**src/rtl/baud_autotrain.sv**
```systemverilog
// Purpose: trains baudclock from the raw rx line, drives its config, and supervises lock.
// Latency: all outputs registered; a state change shows one clk after its causing input.
// Backpressure: none; rx and baudclock flags are sampled every cycle and never stalled.
module baud_autotrain #(
  parameter int COUNTER_WIDTH    = 24,
  parameter int EDGES_TO_MEASURE = 16,
  parameter int MIN_PERIOD       = 8,
  parameter int WINDOW_SHIFT     = 3,
  parameter int LOSS_LIMIT       = 4,
  parameter int LOCK_HOLD        = 8,
  parameter int RETRAIN_MAX      = 3
) (
  input  logic                     clk,
  input  logic                     rst_n,
  input  logic                     enable,
  input  logic                     rx,
  input  logic                     bc_baud,
  input  logic                     bc_lock,
  input  logic                     bc_glitch,
  output logic                     bc_rst,
  output logic [COUNTER_WIDTH-1:0] count_max,
  output logic [COUNTER_WIDTH-1:0] count_mid,
  output logic [COUNTER_WIDTH-1:0] sync_max,
  output logic [COUNTER_WIDTH-1:0] sync_min,
  output logic                     config_valid,
  output logic                     busy,
  output logic                     fault,
  output logic [7:0]               glitch_cnt
);

  typedef enum logic [2:0] {IDLE, MEASURE, CONFIG, SETTLE, RUN, FAULT} state_e;

  localparam int EW = $clog2(EDGES_TO_MEASURE + 1);
  localparam int LW = $clog2(LOSS_LIMIT + 1);
  localparam int HW = $clog2(LOCK_HOLD + 1);
  localparam int RW = (RETRAIN_MAX > 0) ? $clog2(RETRAIN_MAX + 1) : 1;
  localparam logic [COUNTER_WIDTH-1:0] CNT_ONES = '1;

  state_e                   state_q;
  logic                     rx_prev_q, lock_prev_q, baud_prev_q, glitch_prev_q;
  logic [COUNTER_WIDTH-1:0] ivl_q, min_period_q;
  logic                     first_seen_q;
  logic [EW-1:0]            edges_seen_q;
  logic [1:0]               settle_q;
  logic [LW-1:0]            loss_cnt_q, loss_cnt_d;
  logic [HW-1:0]            hold_cnt_q, hold_cnt_d;
  logic [RW-1:0]            retrain_cnt_q;
  logic [COUNTER_WIDTH-1:0] count_max_q, count_mid_q, sync_max_q, sync_min_q;
  logic                     bc_rst_q, config_valid_q, busy_q, fault_q;
  logic [7:0]               glitch_cnt_q;

  logic                     rx_edge, lock_fall, baud_rise, glitch_rise, sample_ok;
  logic [COUNTER_WIDTH-1:0] ivl_len, win, cmax_new;

  // Edge events, candidate interval, config arithmetic and RUN-state lock bookkeeping
  always_comb begin
    rx_edge     = rx ^ rx_prev_q;
    lock_fall   = lock_prev_q & ~bc_lock;
    baud_rise   = bc_baud & ~baud_prev_q;
    glitch_rise = bc_glitch & ~glitch_prev_q;
    // ivl_len only matters when ivl_q is below saturation, so it cannot wrap
    ivl_len     = ivl_q + COUNTER_WIDTH'(1);
    sample_ok   = rx_edge && (ivl_len >= COUNTER_WIDTH'(MIN_PERIOD));
    cmax_new    = min_period_q - COUNTER_WIDTH'(1);
    win         = min_period_q >> WINDOW_SHIFT;
    if (win == '0) win = COUNTER_WIDTH'(1);
    // a lock drop outranks a baud tick arriving in the same cycle
    loss_cnt_d  = loss_cnt_q;
    hold_cnt_d  = hold_cnt_q;
    if (lock_fall) begin
      loss_cnt_d = loss_cnt_q + LW'(1);
      hold_cnt_d = '0;
    end else if (baud_rise && bc_lock) begin
      if (hold_cnt_q == HW'(LOCK_HOLD - 1)) begin
        loss_cnt_d = '0;
        hold_cnt_d = '0;
      end else begin
        hold_cnt_d = hold_cnt_q + HW'(1);
      end
    end
  end

  // Training and supervision state machine with registered outputs
  always_ff @(posedge clk or negedge rst_n) begin
    if (!rst_n) begin
      state_q        <= IDLE;
      rx_prev_q      <= 1'b1;
      lock_prev_q    <= 1'b0;
      baud_prev_q    <= 1'b0;
      glitch_prev_q  <= 1'b0;
      ivl_q          <= '0;
      min_period_q   <= CNT_ONES;
      first_seen_q   <= 1'b0;
      edges_seen_q   <= '0;
      settle_q       <= '0;
      loss_cnt_q     <= '0;
      hold_cnt_q     <= '0;
      retrain_cnt_q  <= '0;
      count_max_q    <= '0;
      count_mid_q    <= '0;
      sync_max_q     <= '0;
      sync_min_q     <= '0;
      bc_rst_q       <= 1'b1;
      config_valid_q <= 1'b0;
      busy_q         <= 1'b0;
      fault_q        <= 1'b0;
      glitch_cnt_q   <= '0;
    end else begin
      rx_prev_q     <= rx;
      lock_prev_q   <= bc_lock;
      baud_prev_q   <= bc_baud;
      glitch_prev_q <= bc_glitch;
      if (!enable) begin
        state_q  <= IDLE;
        bc_rst_q <= 1'b1;
        busy_q   <= 1'b0;
        fault_q  <= 1'b0;
      end else begin
        case (state_q)
          IDLE: begin
            state_q       <= MEASURE;
            busy_q        <= 1'b1;
            bc_rst_q      <= 1'b1;
            retrain_cnt_q <= '0;
            loss_cnt_q    <= '0;
            hold_cnt_q    <= '0;
            first_seen_q  <= 1'b0;
            edges_seen_q  <= '0;
            min_period_q  <= CNT_ONES;
            ivl_q         <= '0;
          end
          MEASURE: begin
            if (!first_seen_q) begin
              if (rx_edge) begin
                first_seen_q <= 1'b1;
                ivl_q        <= '0;
              end
            end else if (ivl_q == CNT_ONES) begin
              // line went quiet for a full counter range: start the pass over
              first_seen_q <= 1'b0;
              edges_seen_q <= '0;
              min_period_q <= CNT_ONES;
              ivl_q        <= '0;
            end else if (sample_ok) begin
              if (ivl_len < min_period_q) min_period_q <= ivl_len;
              edges_seen_q <= edges_seen_q + EW'(1);
              ivl_q        <= '0;
              if (edges_seen_q == EW'(EDGES_TO_MEASURE - 1)) state_q <= CONFIG;
            end else begin
              // too-short edges are glitches; the running interval keeps counting
              ivl_q <= ivl_len;
            end
          end
          CONFIG: begin
            count_max_q    <= cmax_new;
            count_mid_q    <= cmax_new >> 1;
            sync_max_q     <= win;
            sync_min_q     <= cmax_new - win;
            config_valid_q <= 1'b1;
            settle_q       <= '0;
            state_q        <= SETTLE;
          end
          SETTLE: begin
            if (settle_q == 2'd1) begin
              state_q  <= RUN;
              bc_rst_q <= 1'b0;
              busy_q   <= 1'b0;
            end else begin
              settle_q <= settle_q + 2'd1;
            end
          end
          RUN: begin
            if (glitch_rise && (glitch_cnt_q != 8'hFF)) glitch_cnt_q <= glitch_cnt_q + 8'd1;
            if (loss_cnt_d == LW'(LOSS_LIMIT)) begin
              loss_cnt_q     <= '0;
              hold_cnt_q     <= '0;
              config_valid_q <= 1'b0;
              bc_rst_q       <= 1'b1;
              if (retrain_cnt_q == RW'(RETRAIN_MAX)) begin
                state_q <= FAULT;
                fault_q <= 1'b1;
              end else begin
                // old config stays on the outputs while the new pass runs
                retrain_cnt_q <= retrain_cnt_q + RW'(1);
                state_q       <= MEASURE;
                busy_q        <= 1'b1;
                first_seen_q  <= 1'b0;
                edges_seen_q  <= '0;
                min_period_q  <= CNT_ONES;
                ivl_q         <= '0;
              end
            end else begin
              loss_cnt_q <= loss_cnt_d;
              hold_cnt_q <= hold_cnt_d;
            end
          end
          FAULT:   state_q <= FAULT;
          default: state_q <= IDLE;
        endcase
      end
    end
  end

  assign bc_rst       = bc_rst_q;
  assign count_max    = count_max_q;
  assign count_mid    = count_mid_q;
  assign sync_max     = sync_max_q;
  assign sync_min     = sync_min_q;
  assign config_valid = config_valid_q;
  assign busy         = busy_q;
  assign fault        = fault_q;
  assign glitch_cnt   = glitch_cnt_q;

endmodule

```
**config.mk**
```make
export PLATFORM = sky130hd
export DESIGN_NAME = baud_autotrain
export DESIGN_NICKNAME = d
export VERILOG_FILES = /design/src/rtl/baud_autotrain.sv
export SDC_FILE = /design/constraint.sdc
export NUM_CORES = 1
export LEC_CHECK = 0
export CORE_UTILIZATION = 25
export DETAILED_ROUTE_END_ITERATION = 10
export HOLD_SLACK_MARGIN = 0.12
export PLACE_DENSITY_LB_ADDON = 0.15
export SLEW_MARGIN = 10
export SYNTH_ARGS = -nofsm -noshare
export SYNTH_HDL_FRONTEND = slang
export SYNTH_SLANG_ARGS = --single-unit
```
**constraint.sdc**
```tcl
create_clock -name clk -period 5.21 [get_ports clk]
set_input_delay 0.521 -clock clk [delete_from_list [all_inputs] [get_ports clk]]
set_output_delay 0.521 -clock clk [all_outputs]
set_load 0.02 [all_outputs]
```
# == Yosys cells after proc, flatten, opt, wreduce, memory -nomap -nowiden ==
# Cells that the tools add are included.
# word_totals
output_inout_bits,108
rom_bits,0
register_bits,179
latchBits,0
memories,0
elab_cells,160
mem_bits_rw,0
# op_classes
n_eq_ne,31
div,0
add_sub_neg,9
multipliers,0
reduce_logical,24
n_shift,0
n_lt_le_gt_ge,2
n_mux,65
bitwise_logic,7
# op_table
cell,n
2-to-1 mux 24 bit,12
case mux 24 bit (3 select lines),2
2-to-1 mux 3 bit,12
"inequality test 3 bit, second input constant",10
2-to-1 mux 5 bit,5
"adder 24 x 1 -> 24 bit, second input constant",1
"== test 24 bit, second input constant",1
"greater-or-equal comparator 24 x 4 -> 1 bit, second input constant",1
logical NOT 24 bit,1
less-than comparator 24 bit,1
"subtractor 24 x 1 -> 24 bit, second input constant",1
subtractor 24 x 21 -> 24 bit,1
2-to-1 mux 21 bit,1
case mux 3 bit (6 select lines),1
AND reduction 3 bit,6
2-to-1 mux 1 bit,16
2-to-1 mux 4 bit,4
case mux 5 bit (3 select lines),1
AND reduction 4 bit,3
AND reduction 6 bit,2
"== test 3 bit, second input constant",3
case mux 1 bit (3 select lines),3
"adder 8 x 1 -> 8 bit, second input constant",1
"inequality test 2 bit, second input constant",4
29 further kinds,45

# == Longest topological paths before layout ==
# depth
depth_word,9
ltp_mapped,18
ltp_nobuf,16

# == Least setup slack after synthesis ==
# Ideal clock, no wire load.
# synth_timing
kind,reg2reg
startpoint,register min_period_q[0]
endpoint,"register sync_min_q[23], in the netlist sync_min[23]"
path_slack_ns,0.999
setup_ns,0.133
path_stages_with_launch,18
required_time_ns,5.077
arrival_time_ns,4.078
cell_sequence,dfstp_2 inv_1 ha_1 or4b_2 or2_2 clkbuf_1 nor2_1 xnor2_1 ha_1 a21o_1 a21oi_1 or3b_2 o21ai_0 a311o_1 a31oi_1 a2111oi_2 xor2_1 o21ai_0
# synth_via
elab_chain_len,2
# synth_rtl
element,line,text
"start, declared",41,"logic [COUNTER_WIDTH-1:0] ivl_q, min_period_q;"
"start signal, assigned",145,if (ivl_len < min_period_q) min_period_q <= ivl_len;
subtractor 24 x 1 -> 24 bit,64,cmax_new = min_period_q - COUNTER_WIDTH'(1);
via cmax_new[0],53,"logic [COUNTER_WIDTH-1:0] ivl_len, win, cmax_new;"
subtractor 24 x 21 -> 24 bit,158,sync_min_q <= cmax_new - win;
"end signal, assigned",158,
"end, declared",48,"logic [COUNTER_WIDTH-1:0] count_max_q, count_mid_q, sync_max_q, sync_min_q;"
# The timed path passes the listed nets, and every way through them passes these cells.
# A chain may end at the register's enable or synchronous reset.

# == Final worst setup path ==
# layout_timing
startpoint,register min_period_q[17]
endpoint,"register sync_min_q[22], in the netlist sync_min[22]"
# layout_via
elab_chain_len,3
word_cells_on_any_way,4
# layout_rtl
element,line,text
logical NOT 24 bit,66,if (win == '0) win = COUNTER_WIDTH'(1);
2-to-1 mux 21 bit,66,
via win[0],53,
subtractor 24 x 21 -> 24 bit,158,
# The timed path passes the listed nets, and every way through them passes these cells.

==> impl_metrics.py <==
metrics = {
    "power": {
        "ir_drop_mv": 0.214,
        "p_per_area_nw_per_um2": 415,
        "p_leak_nw": 5.12,
    },
    "layout": {
        "layout_common_cells": "169 x nand2_1, 127 x dfrtp_1, 109 x clkdlybuf4s50_1, 82 x o21ai_0, 73 x inv_1",
        "final_util": 0.314,
        "fill_cells": 3821,
        "final_common_cell": "nand2_1",
        "antenna_cells": 0,
        "drive_gt1_frac": 0.0907,
        "areaGrowthSynthToFinish_pct": 22.2,
        "finalNetCount": 1152,
    },
    "synthesis": {
        "synth_edf_count": 0,
        "synth.yosys.seq_area_share": 0.419,
        "syn_inst": 1018,
        "syn_area_per_cell_um2": 9.05,
        "synthFlopType": "dfrtp_1",
        "yosys_warnings": 0,
        "ys_ff_latch": 153,
        "synth_area_um2": 9220,
        "synth_cell_types": 75,
        "ys_async_sr_fraction": 1.00,
    },
    "floorplan": {
        "rows": 69,
        "ios": 115,
        "initial_utilization": 0.257,
        "coreArea_um2": 35900,
        "die-area_um2": 37600,
        "die_x_um": 194,
        "die_h_um": 194,
    },
    "timing": {
        "tns_ns": 0,
        "tightestPinTransition_ns": 0.812,
        "min_period_ns": 4.61,
        "hold_viol": 0,
        "rsz0062_at_grt": "false",
        "setup_viol": 0,
        "period_share": 0.884,
        "relSlewSlack": 0.451,
        "maxSlewViolCount": 0,
        "skew_ns": 0.0100,
        "max_freq_ghz": 0.217,
    },
    "drt": {
        "drc": 0,
        "antenna_left": 0,
        "num_vias": 7321,
        "routedWlPerCell_um": 15.4,
        "routed_via_density": 4.68,
        "drt_iter0_markers": 297,
        "first_pass_iters": 5,
        "wirelength_um": 24200,
    },
    "status": {
        "status": "finished clean",
    },
    "critical_path": {
        "r2r_slack_ns": 0.60,
        "cp_top_family": "compound AO/OA/AOI/OAI gates",
        "r2r_cells": 17,
        "crit_slowest_cell": "o41ai_1",
        "r2r_start": "min_period_q[17]",
        "slowest_delay_ns": 0.43,
        "path_cells": "nor3_1 -> nand2_1 -> nor4_1 -> nand3_1 -> o41ai_1 -> ha_1 -> fa_1 -> nor2b_1 -> o31a_1 -> o21bai_1 -> a31oi_1 -> a311oi_1 -> buf_4 -> o211ai_1 -> a31o_2 -> a2111oi_0 -> o31ai_1",
        "endpoint_kind": "flip-flop",
        "r2r-end": "sync_min[22]",
        "cp_max_fo": 4,
        "arrival_ns": 4.90,
        "path_buf_inv": 1,
        "critPathKind": "reg -> reg",
        "crit_path_start_kind": "flip-flop",
        "crit_path_start": "min_period_q[17]",
        "crit_required_ns": 5.50,
    },
    "clock_tree": {
        "clockRootBuffer": "clkbuf_16",
        "clockBufferDepth": 2,
        "post_cts_buffers": 0,
        "cts_buffers": 17,
        "cts_max_level": 4,
        "post_cts_resize_count": 0,
        "clkSinkCount": 153,
        "path_clk_slew_ns": 0.06,
        "clk_latency_ns": 0.43,
        "ctsHoldBuffers": 0,
        "cts_tree": "done",
    },
    "grt": {
        "antenna_found_initial": 0,
        "grt_pass1_vias": 7358,
        "grtUsageTotal": 0.134,
        "grt_first_pass_wirelength_um": 40700,
        "gr-total-overflow": 0,
        "grt_max_degree": 72,
    },
    "placed_design": {
        "place_hpwl_um": 18200,
        "gp_congestion": 0.852,
        "portBuffers": 110,
    },
    "job": {
        "maxCapViolations": 0,
    },
    "min_path": {
        "hold_path.class": "in -> async",
    },
}
## final cells by class
type	instances	area, um^2	share of cell area
clock buffers	24	492	0.0437
clock inverters	7	163	0.0144
flip-flops and latches	153	3860	0.343
well taps	461	577	0.0512
repair buffers	125	1210	0.108
inverters	74	278	0.0247
multi-input cells	720	4680	0.415
## registers in the layout, summed over array words and instances (netlist names), 2 cells and up
| signal | cells |
|---|---|
| settle_q | 2 |
| edges_seen_q | 5 |
| state_q | 3 |
| glitch_cnt | 8 |
| loss_cnt_q | 3 |
| sync_max | 21 |
| ivl_q | 24 |
| hold_cnt_q | 4 |
| min_period_q | 24 |
| retrain_cnt_q | 2 |
| count_max | 24 |
| sync_min | 24 |
## cell usage after synthesis, drive strengths merged (15+ instances only)
master	count	area share
nand2	169	0.069
dfrtp	127	0.34
o21ai	91	0.049
inv	74	0.030
ha	53	0.072
buf	47	0.035
xnor2	45	0.043
nor2	37	0.015
a21oi	34	0.018
clkbuf	27	0.011
dfstp	26	0.074
xor2	23	0.022
nand4	21	0.016
nor3	21	0.013
a21o	20	0.016
nand3	20	0.011
a31oi	18	0.012
a2bb2oi	15	0.014
## worst max-delay path by stage
| stage | end | cells after the start |
|---|---|---|
| floorplan | sync_min[23] | 17 |
| global placement | sync_min[22] | 17 |
| detailed placement | sync_min[22] | 17 |
| CTS | sync_min[22] | 17 |
| global route | sync_min[22] | 17 |
| finish | sync_min[22] | 17 |
## power by group
group / switching, mW / internal (mW) / total, mW
sequential: 0.163 / 1.36 / 1.52
clock: 0.498 / 0.899 / 1.40
combinational: 1.01 / 0.746 / 1.75
## cell families (layout without fill, tap and decap cells)
kind of cell / Yosys count / count (layout) / synth area share
buffers and inverters: 148 / 230 / 0.0764
adder cells (fa/ha/maj): 54 / 54 / 0.0741
XOR/XNOR: 68 / 68 / 0.0646
multiplexers: 4 / 4 / 0.00475
flip-flops: 153 / 153 / 0.419
AO/OA/AOI/OAI: 244 / 244 / 0.174
AND/OR/NAND/NOR: 346 / 346 / 0.186
other: 1 / 4 / 0.000407
## per-stage QoR
step,std cells,power (mW),cell area [um^2],hold WS (ns),setup WS (ns)
floorplan,1021,2.82,9230,0.225,0.999
global placement,1533,3.31,10600,0.461,0.608
detailed placement,1533,3.31,10600,0.468,0.546
CTS,1564,4.74,11300,0.130,0.518
global route,1564,5.03,11300,0.156,0.0781
finish,1564,4.67,11300,0.102,0.604
## per-layer routing
| layer | track usage | wire [um] | vias up |
|---|---|---|---|
| li1 | - | - | 3690 |
| met1 | 0.183 | 12000 | 3493 |
| met2 | 0.215 | 11200 | 114 |
| met3 | 0.0235 | 694 | 24 |
| met4 | 0.0403 | 333 | 0 |
| met5 | 0 | 0 | - |
No activity file was read; power rests on OpenSTA's default activity.
